$ cat config.mk
export PLATFORM = sky130hd
export DESIGN_NAME = exe_mem_pipe_reg
export DESIGN_NICKNAME = d
export VERILOG_FILES = /design/src/rtl/exe_mem_pipe_reg.sv
export SDC_FILE = /design/constraint.sdc
export NUM_CORES = 1
export LEC_CHECK = 0
export BUFFER_PORTS_ARGS = -buffer_cell sky130_fd_sc_hd__clkbuf_2
export CORE_ASPECT_RATIO = 2
export CORE_MARGIN = 2
export CORE_UTILIZATION = 33
export DETAILED_ROUTE_END_ITERATION = 10
export PLACE_DENSITY_LB_ADDON = 0.08
export REMOVE_ABC_BUFFERS = 1
export SLEW_MARGIN = 10
export SYNTH_ARGS = -nofsm -noshare
export SYNTH_HDL_FRONTEND = slang
export SYNTH_SLANG_ARGS = --single-unit
$ cat constraint.sdc
create_clock -name clk -period 2.1 [get_ports clk]
set_input_delay 0.42 -clock clk [delete_from_list [all_inputs] [get_ports clk]]
set_output_delay 0.42 -clock clk [all_outputs]
set_load 0.05 [all_outputs]
$ cat src/rtl/exe_mem_pipe_reg.sv
// exe_mem_pipe_reg: EXE->MEM pipeline register with valid, stall/flush and an overflow trap FSM.
// Define EXE_MEM_EPC_EN to add mem_epc/mem_cause capture of the trapping instruction.
module exe_mem_pipe_reg #(
    parameter int DATA_W   = 32,
    parameter int RN_W     = 5,
    parameter int PC_W     = 32,
    parameter int CAUSE_W  = 5,
    parameter int OV_CAUSE = 12
) (
    input  logic              clk,
    input  logic              rst,
    input  logic              stall,
    input  logic              flush,
    input  logic              exc_ack,
    input  logic              exe_valid,
    input  logic              exe_wreg,
    input  logic              exe_m2reg,
    input  logic              exe_wmem,
    input  logic              exe_uns,
    input  logic              exe_half,
    input  logic              exe_byte,
    input  logic [RN_W-1:0]   exe_rn,
    input  logic [DATA_W-1:0] exe_alu,
    input  logic [DATA_W-1:0] exe_b,
    input  logic              exe_overflow,
    input  logic              exe_ov_trap,
    input  logic [PC_W-1:0]   exe_pc,
    output logic              mem_valid,
    output logic              mem_wreg,
    output logic              mem_m2reg,
    output logic              mem_wmem,
    output logic              mem_uns,
    output logic              mem_half,
    output logic              mem_byte,
    output logic [RN_W-1:0]   mem_rn,
    output logic [DATA_W-1:0] mem_alu,
    output logic [DATA_W-1:0] mem_b,
`ifdef EXE_MEM_EPC_EN
    output logic [CAUSE_W-1:0] mem_cause,
    output logic [PC_W-1:0]    mem_epc,
`endif
    output logic              mem_exc
);
    typedef enum logic {RUN, TRAP} state_t;
    state_t state, state_nxt;
    logic trap_in, ack, load, capture, pass;
    always_comb begin
        trap_in   = exe_valid & exe_overflow & exe_ov_trap;
        ack       = (state == TRAP) & exc_ack;
        load      = ~ack & ~flush & ~stall;
        capture   = load & (state == RUN) & trap_in;
        // only a non-trapping instruction in RUN keeps its valid and write enables
        pass      = (state == RUN) & ~trap_in;
        state_nxt = ack ? RUN : capture ? TRAP : state;
    end
    always_ff @(posedge clk)
        state <= rst ? RUN : state_nxt;
    assign mem_exc = (state == TRAP);
    always_ff @(posedge clk) begin
        if (rst) begin
            {mem_valid, mem_wreg, mem_m2reg, mem_wmem} <= '0;
        end else if (ack | flush) begin
            {mem_valid, mem_wreg, mem_m2reg, mem_wmem} <= '0;
        end else if (load) begin
            mem_valid <= exe_valid & pass;
            mem_wreg  <= exe_wreg & pass;
            mem_m2reg <= exe_m2reg & pass;
            mem_wmem  <= exe_wmem & pass;
        end
    end
    always_ff @(posedge clk) begin
        if (rst) begin
            {mem_uns, mem_half, mem_byte} <= '0;
            mem_rn  <= '0;
            mem_alu <= '0;
            mem_b   <= '0;
        end else if (load) begin
            {mem_uns, mem_half, mem_byte} <= {exe_uns, exe_half, exe_byte};
            mem_rn  <= exe_rn;
            mem_alu <= exe_alu;
            mem_b   <= exe_b;
        end
    end
`ifdef EXE_MEM_EPC_EN
    always_ff @(posedge clk) begin
        if (rst | ack) begin
            mem_epc   <= '0;
            mem_cause <= '0;
        end else if (capture) begin
            mem_epc   <= exe_pc;
            mem_cause <= CAUSE_W'(OV_CAUSE);
        end
    end
`endif
endmodule

==> metrics, run 1 <==
CP Cell Sequence clkbuf_2; Longest Clk Path Bufs 2; GP Congestion slightly below 0.7; largest family of logic cells by synthesized area simple AND/OR/NAND/NOR gates; Routed Antenna Nets 0; Global Route Usage Sum ~17%; initial core utilization between 30 and 40%; worst path bufs/invs 1; die height 132.1 um; Die W slightly below 70 um; worst reg2reg startpoint mem_exc; final hold viol count 0; CP Max Fanout 6; fraction of layout instances using a drive strength above 1 37.14%; most common cell after layout, fill and taps aside clkbuf_2; Mean Syn Cell Area around 8.2 um^2; Critical Path Max Stage Delay approximately 0.46 ns; Hold WC Path Type input pin to flop; first-pass GRT wire length 11410 um; largest net degree at the start of global routing between 50 and 60; Crit Path Class flop to output pin; final setup violation count 0; Compound-Gate Fraction of Synth Area 16.30%; clock buffer count from CTS 9; DR iter-0 viols 114; antenna cells 0; unrepaired setup endpoints after global routing no; Pins Over Slew Limit 0; hold path endpoint mem_b[3]; area delta synth->final 43.60%; Ports approximately 190; maximum vdd ir drop about 0.72 mV; Core Region about 8000 um^2; routed len/inst ~12 um; simple logic cell fraction of the synthesized area between 20% and 30%; RR Endpoint mem_alu[3]; DR pass1 iterations 4; Required @ worst endpoint 1.68 ns; Clock Skews 0.004888 ns; TNS Setup 0 ns; crit end category output pin; Setup crit start kind flop; Final Critical Period 1.529 ns; Arr. time, crit path roughly 1.1 ns; Syn Inst Count between 300 and 400; fin nets 600; Hold Buf Count CTS 0; Worst R2R Setup Slack 0.67 ns; H-tree Lvls 3; Max-cap violations 0; CP delay by family, top flip-flops; Yosys Warn Count 0; PortBufs between 150 and 200; clk sinks between 70 and 80; Worst-path clk slew 0.06 ns; DP HPWL ~5100 um; total gr overflow 0; num rows between 40 and 50; Reg2Reg Depth 4; min-delay src exe_b[3]; most frequent cells in the layout clkbuf_2 (159), nand2_1 (144), dfxtp_1 (77), a21oi_1 (72), clkbuf_16 (9); clk root buf clkbuf_16; Tot Pwr slightly below 4 mW; Adder-Cell Fraction of Synth Area 0%; initial antenna violation count 0; worst skew pair latency around 0.33 ns; # Post-CTS Setup Buffers 0; Final Cycle Share ~73%; Max-slew headroom around three fifths; worst-margin pin slew ~0.57 ns; number of vias per cell 4.536; Seq/Total Area, Yosys between 50% and 60%; Pleak approximately 1.8 nW; post-synth cell types 16; Hold Path Stages 3; synthesized cell area 2709 um^2; DR DRC count 0; post-synthesis mux area share 0%; FF+latch count, synth 77; pwr dens about 1000 nW/um^2; total routed wirelength between 7000 and 8000 um; vias in the first global route ~2400; DIE AREA 8993 um^2; CTS tree done; status complete, no violations; CP max stage cell dfxtp_1; total number of vias 2658; max frequency between 600 and 700 MHz; fillers 849; PostCTS Resize Cnt 0; Post-Synth XOR/XNOR Area 0%
==> stage by stage <==
step	cells	util (%)	setup WS, ns	hold WS (ns)	cell area [um^2]
6_report	586	48.98	0.5706	0.3055	3890
5_1_grt	586	48.98	0.5127	0.3013	3890
4_1_cts	586	48.98	0.5555	0.2953	3890
3_5_place_dp	570	44.68	0.5120	0.4458	3548
3_3_place_gp	570	44.68	0.5276	0.4419	3548
2_1_floorplan	309	-	-0.3161	0.4824	2561
==> cell usage after synthesis <==
cell      number  area, um^2
buf_2          4       20.02
dfxtp_1       77        1541
a21oi_2        1       8.760
buf_1          1       3.750
clkbuf_1      10       37.54
a32oi_1        4       35.03
a211o_1        2       17.52
nand3_1        1       5.000
a211oi_4       1       20.02
a21oi_1       72       360.4
nand2b_1       2       12.51
nor3_1         1       5.000
buf_4          1       7.510
buf_6          7       78.83
nand2_1      144       540.5
nor2_1         4       15.01
==> kinds of logic (layout without fill, tap and decap cells) <==
kind of cell,count (synthesis),in the layout
simple gates,152,152
flops,77,77
buf+inv,23,181
compound gates,80,80
==> final cells by class <==
| type | instances | area, um^2 | share of cell area [%] |
|---|---|---|---|
| sequential | 77 | 1541 | 39.63 |
| multi-input combinational | 232 | 1021 | 26.25 |
| timing repair buffer | 165 | 865.8 | 22.26 |
| clock buffer | 12 | 246.5 | 6.336 |
| tap | 96 | 120.1 | 3.088 |
| clock inverter | 4 | 95.09 | 2.445 |
==> report_power, final <==
group / leakage, nW / internal [mW] / switching (mW)
sequential: 0.629 / 1.53 / 0.0299
combinational: 0.999 / 0.152 / 0.389
clock: 0.167 / 1.19 / 0.571
total: 1.79 / 2.87 / 0.990
==> how the worst max path moves through the flow <==
stage / from / to / slack, ns / cells after the start
floorplan: mem_exc / mem_b[31] / -0.32 / 3
global placement: exc_ack / mem_m2reg / 0.53 / 5
detailed placement: exc_ack / mem_wmem / 0.51 / 5
CTS: mem_exc / mem_exc / 0.56 / 1
global route: mem_exc / mem_exc / 0.51 / 1
finish: mem_exc / mem_exc / 0.57 / 1
==> flip-flops by register name (all words and copies together), names as in the netlist <==
name       flops
mem_alu       32
mem_b         32
mem_byte       1
mem_exc        1
mem_half       1
mem_m2reg      1
mem_rn         5
mem_uns        1
mem_valid      1
mem_wmem       1
mem_wreg       1
==> layer usage <==
layer	up-vias	global-route usage, %	share of wire, %
met1	1172	18.52	40
li1	1379	-	-
met5	-	0	0
met2	98	28.26	51
met4	0	7.556	2.1
met3	9	4.782	6.9
Power figures use the tool's default switching activity.
==> run 2: changes to the inputs <==
==> constraint.sdc (replaced) <==
create_clock -name clk -period 1.4 [get_ports clk]
set_input_delay 0.28 -clock clk [delete_from_list [all_inputs] [get_ports clk]]
set_output_delay 0.28 -clock clk [all_outputs]
set_load 0.05 [all_outputs]
==> run 2 against run 1 <==
Critical path depth stayed put. Flip-flop and latch count stayed put. Final cell count stayed put. Clock-buffer cell count is 3 lower. Die area stayed put. Worst hold slack worse by 0.14 ns. First-iteration DRC count is 7.0% higher. Register-to-register slack worse by 0.56 ns. Via count hardly changed. Wire length is 2.6% higher. Highest routed layer unchanged. Largest cell class unchanged. Power is 44% higher. Critical path type unchanged.
==> metrics, run 2 (synthesis gave the netlist of run 1 again) <==
status complete, no violations; Max-cap violations 0 (unchanged); Reg2Reg Depth 4 (unchanged); DP HPWL 5272 um (+3.5%); GP Congestion 0.7014 (+0.92%); initial core utilization 34.11% (unchanged); fraction of layout instances using a drive strength above 1 37.55% (+0.41 points); Hold Path Stages 3 (unchanged); initial antenna violation count 0 (unchanged); Hold Buf Count CTS 0 (unchanged); Die W 68.07 um (unchanged); unrepaired setup endpoints after global routing yes; Storage cell area 1541 um^2 (unchanged); fillers 827 (-2.6%); first-pass GRT wire length 11320 um (-0.79%); share of power burned in registers 42.0% (+1.7 points); worst path bufs/invs 1 (unchanged); TNS Setup 0 ns (unchanged); number of vias per cell 4.538 (about the same); worst-margin pin slew 0.4926 ns (-0.08018 ns); Core Region 7943 um^2 (unchanged); worst skew pair latency 0.33 ns (about the same); area delta synth->final 44.16%; crit end category output pin; maximum vdd ir drop 0.7393 mV (+2.0%); Critical Path Max Stage Delay 0.47 ns (about the same); Placed Area 3588 um^2 (+1.1%); combinational power share 15.0% (+1.0 points); total number of vias 2659 (+0.038%); Crit Path Class flop to output pin; fin area 3905 um^2 (+0.39%); Switching Share 26.85% (+1.2 points); pwr dens 1423 nW/um^2 (+43%); Required @ worst endpoint 1.12 ns (-0.56 ns); RR Endpoint mem_valid; Hold WC Path Type input pin to flop; worst reg2reg startpoint mem_exc; CP Cell Sequence buf_4; Worst-path clk slew 0.06 ns (about the same); CP delay by family, top flip-flops; Max-slew headroom 66.91% (+5.1 points); final hold viol count 0 (unchanged); fin nets 602 (+0.33%); Routed Antenna Nets 0 (unchanged); CP max stage cell dfxtp_1; antenna cells 0 (unchanged); total routed wirelength 7457 um (+2.6%); die height 132.1 um (unchanged); Pins Over Slew Limit 0 (unchanged); Final Critical Period 1.333 ns; routed len/inst 12.73 um (+2.6%); Clock Skews 0.005552 ns (+0.0006634 ns); min-delay src exe_b[17]; vias in the first global route 2277 (-4.7%); clock buffer count from CTS 9 (unchanged); Pleak 1.799 nW (+0.22%); Final Cycle Share between 90% and 100%; Clock power frac 43.0% (-2.7 points); PortBufs 159 (unchanged); clk sinks 77 (unchanged); clk root buf clkbuf_16; num rows 46 (unchanged); DR iter-0 viols 122 (+7.0%); Internal Power 4.066 mW (+42%); Ports 192 (unchanged); H-tree Lvls 3 (unchanged); Longest Clk Path Bufs 2 (unchanged); Arr. time, crit path 1.05 ns (-0.06 ns); most common cell after layout, fill and taps aside clkbuf_2; total gr overflow 0 (unchanged); final setup violation count 0 (unchanged); Worst R2R Setup Slack 0.11 ns (-0.56 ns); largest net degree at the start of global routing 54 (-1.8%); max frequency 750.1 MHz; # Post-CTS Setup Buffers 0 (unchanged); biggest regs mem_alu (32), mem_b (32), mem_rn (5); DR DRC count 0 (unchanged); Setup crit start kind flop; Psw 1.493 mW (+51%); Multi-input gate area 1028 um^2 (+0.74%); most frequent cells in the layout clkbuf_2 (158), nand2_1 (144), dfxtp_1 (77), a21oi_1 (72), clkbuf_16 (9); DR pass1 iterations 4 (unchanged); CP Max Fanout 6 (unchanged); Global Route Usage Sum 16.74% (+0.051 points); DIE AREA 8993 um^2 (unchanged); CTS tree done; hold path endpoint mem_b[17]
-- run 2: area by class of cell --
class | instances | area share (%)
sequential | 77 | 39.47
multi-input combinational | 232 | 26.34
timing repair buffer | 167 | 23.36
clock buffer | 9 | 5.767
tap | 96 | 3.076
clock inverter | 5 | 1.987
-- run 2: worst max-delay path by stage --
| stage | slack (ns) | end | startpoint | cells past startpoint |
|---|---|---|---|---|
| 2_1_floorplan | -1.02 | mem_b[31] | mem_exc | 3 |
| 3_3_place_gp | 0.03 | mem_alu[0] | exc_ack | 5 |
| 3_5_place_dp | 0.01 | mem_half | exc_ack | 5 |
| 4_1_cts | 0.02 | mem_b[27] | mem_exc | 4 |
| 5_1_grt | -0.008 | mem_b[1] | mem_exc | 4 |
| 6_report | 0.07 | mem_exc | mem_exc | 1 |
-- run 2: repair_timing --
action | CTS | global route
cloned | 0 | 0
setup endpoints to repair | 1 | 23
resized for setup | 1 | 3
hold endpoints to repair | 0 | 0
-- run 2: layer usage --
layer	global-route usage [%]	wire, um	part of all wire [%]
met1	19.49	3011	40
met3	5.209	524	7.0
met4	7.889	155	2.1
met5	0	0	0
met2	27.02	3765	50
-- run 2: power by group through the flow --
stage / Clock (mW) / Combinational, mW / Sequential (mW)
after global routing: 2.54 / 0.892 / 2.35
after detailed placement: 0 / 0.837 / 2.39
final: 2.39 / 0.832 / 2.34
after global placement: 0 / 0.831 / 2.38
after floorplan: 0 / 0.165 / 2.72
after CTS: 2.46 / 0.840 / 2.34
-- run 2: through the flow --
step / utilization, % / power, mW / setup WS [ns] / instances / hold slack (ns)
after floorplan: - / 2.889 / -1.016 / 309 / 0.3424
final: 49.17 / 5.559 / 0.06690 / 586 / 0.1655
after global placement: 45.18 / 3.212 / 0.02708 / 572 / 0.4410
after detailed placement: 45.18 / 3.223 / 0.01049 / 572 / 0.4458
after global routing: 49.17 / 5.784 / -0.008262 / 586 / 0.1587
after CTS: 49.02 / 5.634 / 0.02031 / 586 / 0.1518
==> run 3: changes to the inputs <==
--- a/config.mk
+++ b/config.mk
@@ -5,6 +5,7 @@
 export SDC_FILE = /design/constraint.sdc
 export NUM_CORES = 1
 export LEC_CHECK = 0
+export ABC_AREA = 1
 export BUFFER_PORTS_ARGS = -buffer_cell sky130_fd_sc_hd__clkbuf_2
 export CORE_ASPECT_RATIO = 2
 export CORE_MARGIN = 2
==> run 3 against run 2 <==
Sequential power is 3% higher. Area after synthesis did not move. Power rose by 1.6%. Non-clock buffer count up 1. Wire length fell by 2.5%. Final area down 1.2%. Global-route usage hardly changed. Synthesized cell count grew 1.8%. Combinational power is 32% higher. Largest power group is now sequential cells. Highest routed layer unchanged.
==> metrics, run 3 <==
total routed wirelength 7270 um (-2.5%); biggest regs mem_alu (32), mem_b (32), mem_rn (5); share of power burned in registers 42.6% (+0.6 points); num rows 46 (unchanged); largest family of logic cells by synthesized area simple AND/OR/NAND/NOR gates; Worst R2R Setup Slack 0.22 ns (+0.11 ns); area delta synth->final 42.49%; CP max stage cell dfxtp_1; met3 Resource Use GR 4.611% (-0.60 points); Reg2Reg Depth 6 (+2); Placed Area 3576 um^2 (-0.35%); hold path endpoint mem_alu[10]; worst skew pair latency 0.33 ns (about the same); Arr. time, crit path 0.99 ns (-0.06 ns); most frequent cells in the layout clkbuf_2 (159), nor2_1 (145), dfxtp_1 (77), o21ai_1 (36), o21ai_0 (36); Hold Buf Count CTS 0 (unchanged); clock buffer count from CTS 9 (unchanged); Die W 68.07 um (unchanged); clk root buf clkbuf_16; Required @ worst endpoint 1.12 ns (about the same); total gr overflow 0 (unchanged); GR Layer Usage met2 28.86% (+1.8 points); PortBufs 159 (unchanged); final hold viol count 0 (unchanged); Max-slew headroom 79.93% (+13 points); simple logic cell fraction of the synthesized area 23.09% (+1.8 points); Seq/Total Area, Yosys 56.91% (unchanged); Clock Skews 0.004062 ns (-0.001489 ns); Syn Inst Count 338 (+1.8%); post-synthesis mux area share 0% (unchanged); Yosys top cell by area dfxtp_1; top cells by count, synth nor2_1 (145), dfxtp_1 (77), o21ai_0 (36), o21ai_1 (36), clkbuf_1 (10); Switching Share 30.32% (+3.5 points); Max-cap violations 0 (unchanged); Psw 1.712 mW (+15%); most common cell in the synthesized netlist nor2_1; initial antenna violation count 0 (unchanged); post-synth cell types 19 (+3); Synth Flop Type dfxtp_1; first-pass GRT wire length 11250 um (-0.61%); CP Cell Sequence clkbuf_2; Pins Over Slew Limit 0 (unchanged); RR Endpoint mem_b[7]; routed len/inst 12.20 um (-4.1%); Longest Clk Path Bufs 2 (unchanged); EDFF count, synth 0 (unchanged); DP HPWL 5284 um (+0.22%); Mean Syn Cell Area 8.014 um^2 (-1.8%); unrepaired setup endpoints after global routing no; Hold Path Stages 3 (unchanged); DR DRC count 0 (unchanged); Worst-path clk slew 0.06 ns (about the same); die height 132.1 um (unchanged); synthesized cell area 2709 um^2 (unchanged); GP Congestion 0.7363 (+5.0%); most common cell after layout, fill and taps aside clkbuf_2; Global Route Usage Sum 16.72% (-0.025 points); DR iter-0 viols 158 (+30%); Synth async-reset ratio 0% (unchanged); antenna cells 0 (unchanged); Yosys Warn Count 0 (unchanged); worst reg2reg startpoint mem_exc; fin area 3860 um^2 (-1.2%); pwr dens 1463 nW/um^2 (+2.7%); DIE AREA 8993 um^2 (unchanged); largest net degree at the start of global routing 41 (-24%); Pleak 1.869 nW (+3.9%); final setup violation count 0 (unchanged); total number of vias 2670 (+0.41%); CP Max Fanout 4 (-2); crit end category output pin; CTS tree done; Ports 192 (unchanged); Crit Path Class flop to output pin; initial core utilization 34.11% (unchanged); Adder-Cell Fraction of Synth Area 0% (unchanged); Internal Power 3.933 mW (-3.3%); H-tree Lvls 3 (unchanged); max frequency 785.4 MHz (+4.7%); top cell type's share of synthesized area 56.91% (unchanged); worst path bufs/invs 1 (unchanged); FF+latch count, synth 77 (unchanged); Compound-Gate Fraction of Synth Area 14.32% (-2.0 points); DR pass1 iterations 4 (unchanged); Critical Path Max Stage Delay 0.37 ns (-0.10 ns); Setup crit start kind flop; combinational power share 19.4% (+4.4 points); Clock power frac 38.0% (-5.0 points); Final Critical Period 1.273 ns (-0.05979 ns); worst-margin pin slew 0.3011 ns (-0.1914 ns); min-delay src exe_alu[10]; Hold WC Path Type input pin to flop; Core Region 7943 um^2 (unchanged); layer with the highest usage met2; fraction of layout instances using a drive strength above 1 37.40% (-0.15 points); final setup margin 0.1267 ns (+0.05979 ns); top cells by area, synth dfxtp_1 (57%), nor2_1 (20%), o21ai_0 (6.7%); clk sinks 77 (unchanged); number of vias per cell 4.480 (-1.3%); vias in the first global route 2419 (+6.2%); maximum vdd ir drop 0.6448 mV (-13%); met1 Usage GRT 17.25% (-2.2 points); fin nets 610 (+1.3%); TNS Setup 0 ns (unchanged); status complete, no violations; Routed Antenna Nets 0 (unchanged); CP delay by family, top flip-flops; Place WS 0.1346 ns (+0.1241 ns); Post-Synth XOR/XNOR Area 0% (unchanged); Final Cycle Share 90.95% (-4.3 points)
## run 3: kinds of logic after synthesis
| group | Yosys count |
|---|---|
| AOI/OAI and AO/OA | 77 |
| DFF | 77 |
| and+or+nand+nor | 159 |
| buffers and inverters | 25 |
## run 3: area by class of cell
| cell class | count | area (um^2) |
|---|---|---|
| fillers | 849 | 4083 |
| repair buffers | 168 | 892.1 |
| well taps | 96 | 120.1 |
| clock buffers | 13 | 260.3 |
| flip-flops and latches | 77 | 1541 |
| clock inverters | 3 | 20.02 |
| multi-input cells | 236 | 1013 |
| inverters | 3 | 12.51 |
## run 3: routing by layer
layer | vias to the layer above | share of wire (%)
met2 | 94 | 53
met5 | - | 0
met1 | 1159 | 37
li1 | 1405 | -
met3 | 12 | 7.5
met4 | 0 | 2.4
## run 3: repair_timing
action	4_1_cts	5_1_grt
setup endpoints to repair	0	3
resized for setup	0	1
setup buffers	0	0
hold endpoints to repair	0	0
## run 3: power groups by stage
stage                     clock, mW  combinational (mW)  sequential, mW
final                          2.14                1.10            2.40
after detailed placement          0                1.11            2.45
after CTS                      2.22                1.11            2.41
after global placement            0                1.10            2.45
after global routing           2.30                1.18            2.42
after floorplan                   0               0.261            2.95
## run 3: per-stage QoR
stage / hold slack, ns / std cells / power [mW] / util [%]
2_1_floorplan: 0.4288 / 316 / 3.209 / -
3_3_place_gp: 0.4517 / 580 / 3.551 / 45.02
3_5_place_dp: 0.4562 / 580 / 3.564 / 45.02
4_1_cts: 0.1756 / 596 / 5.740 / 48.55
5_1_grt: 0.1888 / 596 / 5.910 / 48.60
6_report: 0.1858 / 596 / 5.645 / 48.60
## run 3: worst max path at each step
stage	from	end	slack, ns	cells past startpoint
floorplan	mem_exc	mem_alu[0]	-0.93	5
global placement	mem_exc	mem_b[5]	0.14	5
detailed placement	mem_exc	mem_b[5]	0.13	5
CTS	mem_exc	mem_exc	0.12	1
global route	mem_exc	mem_exc	0.08	1
finish	mem_exc	mem_exc	0.13	1
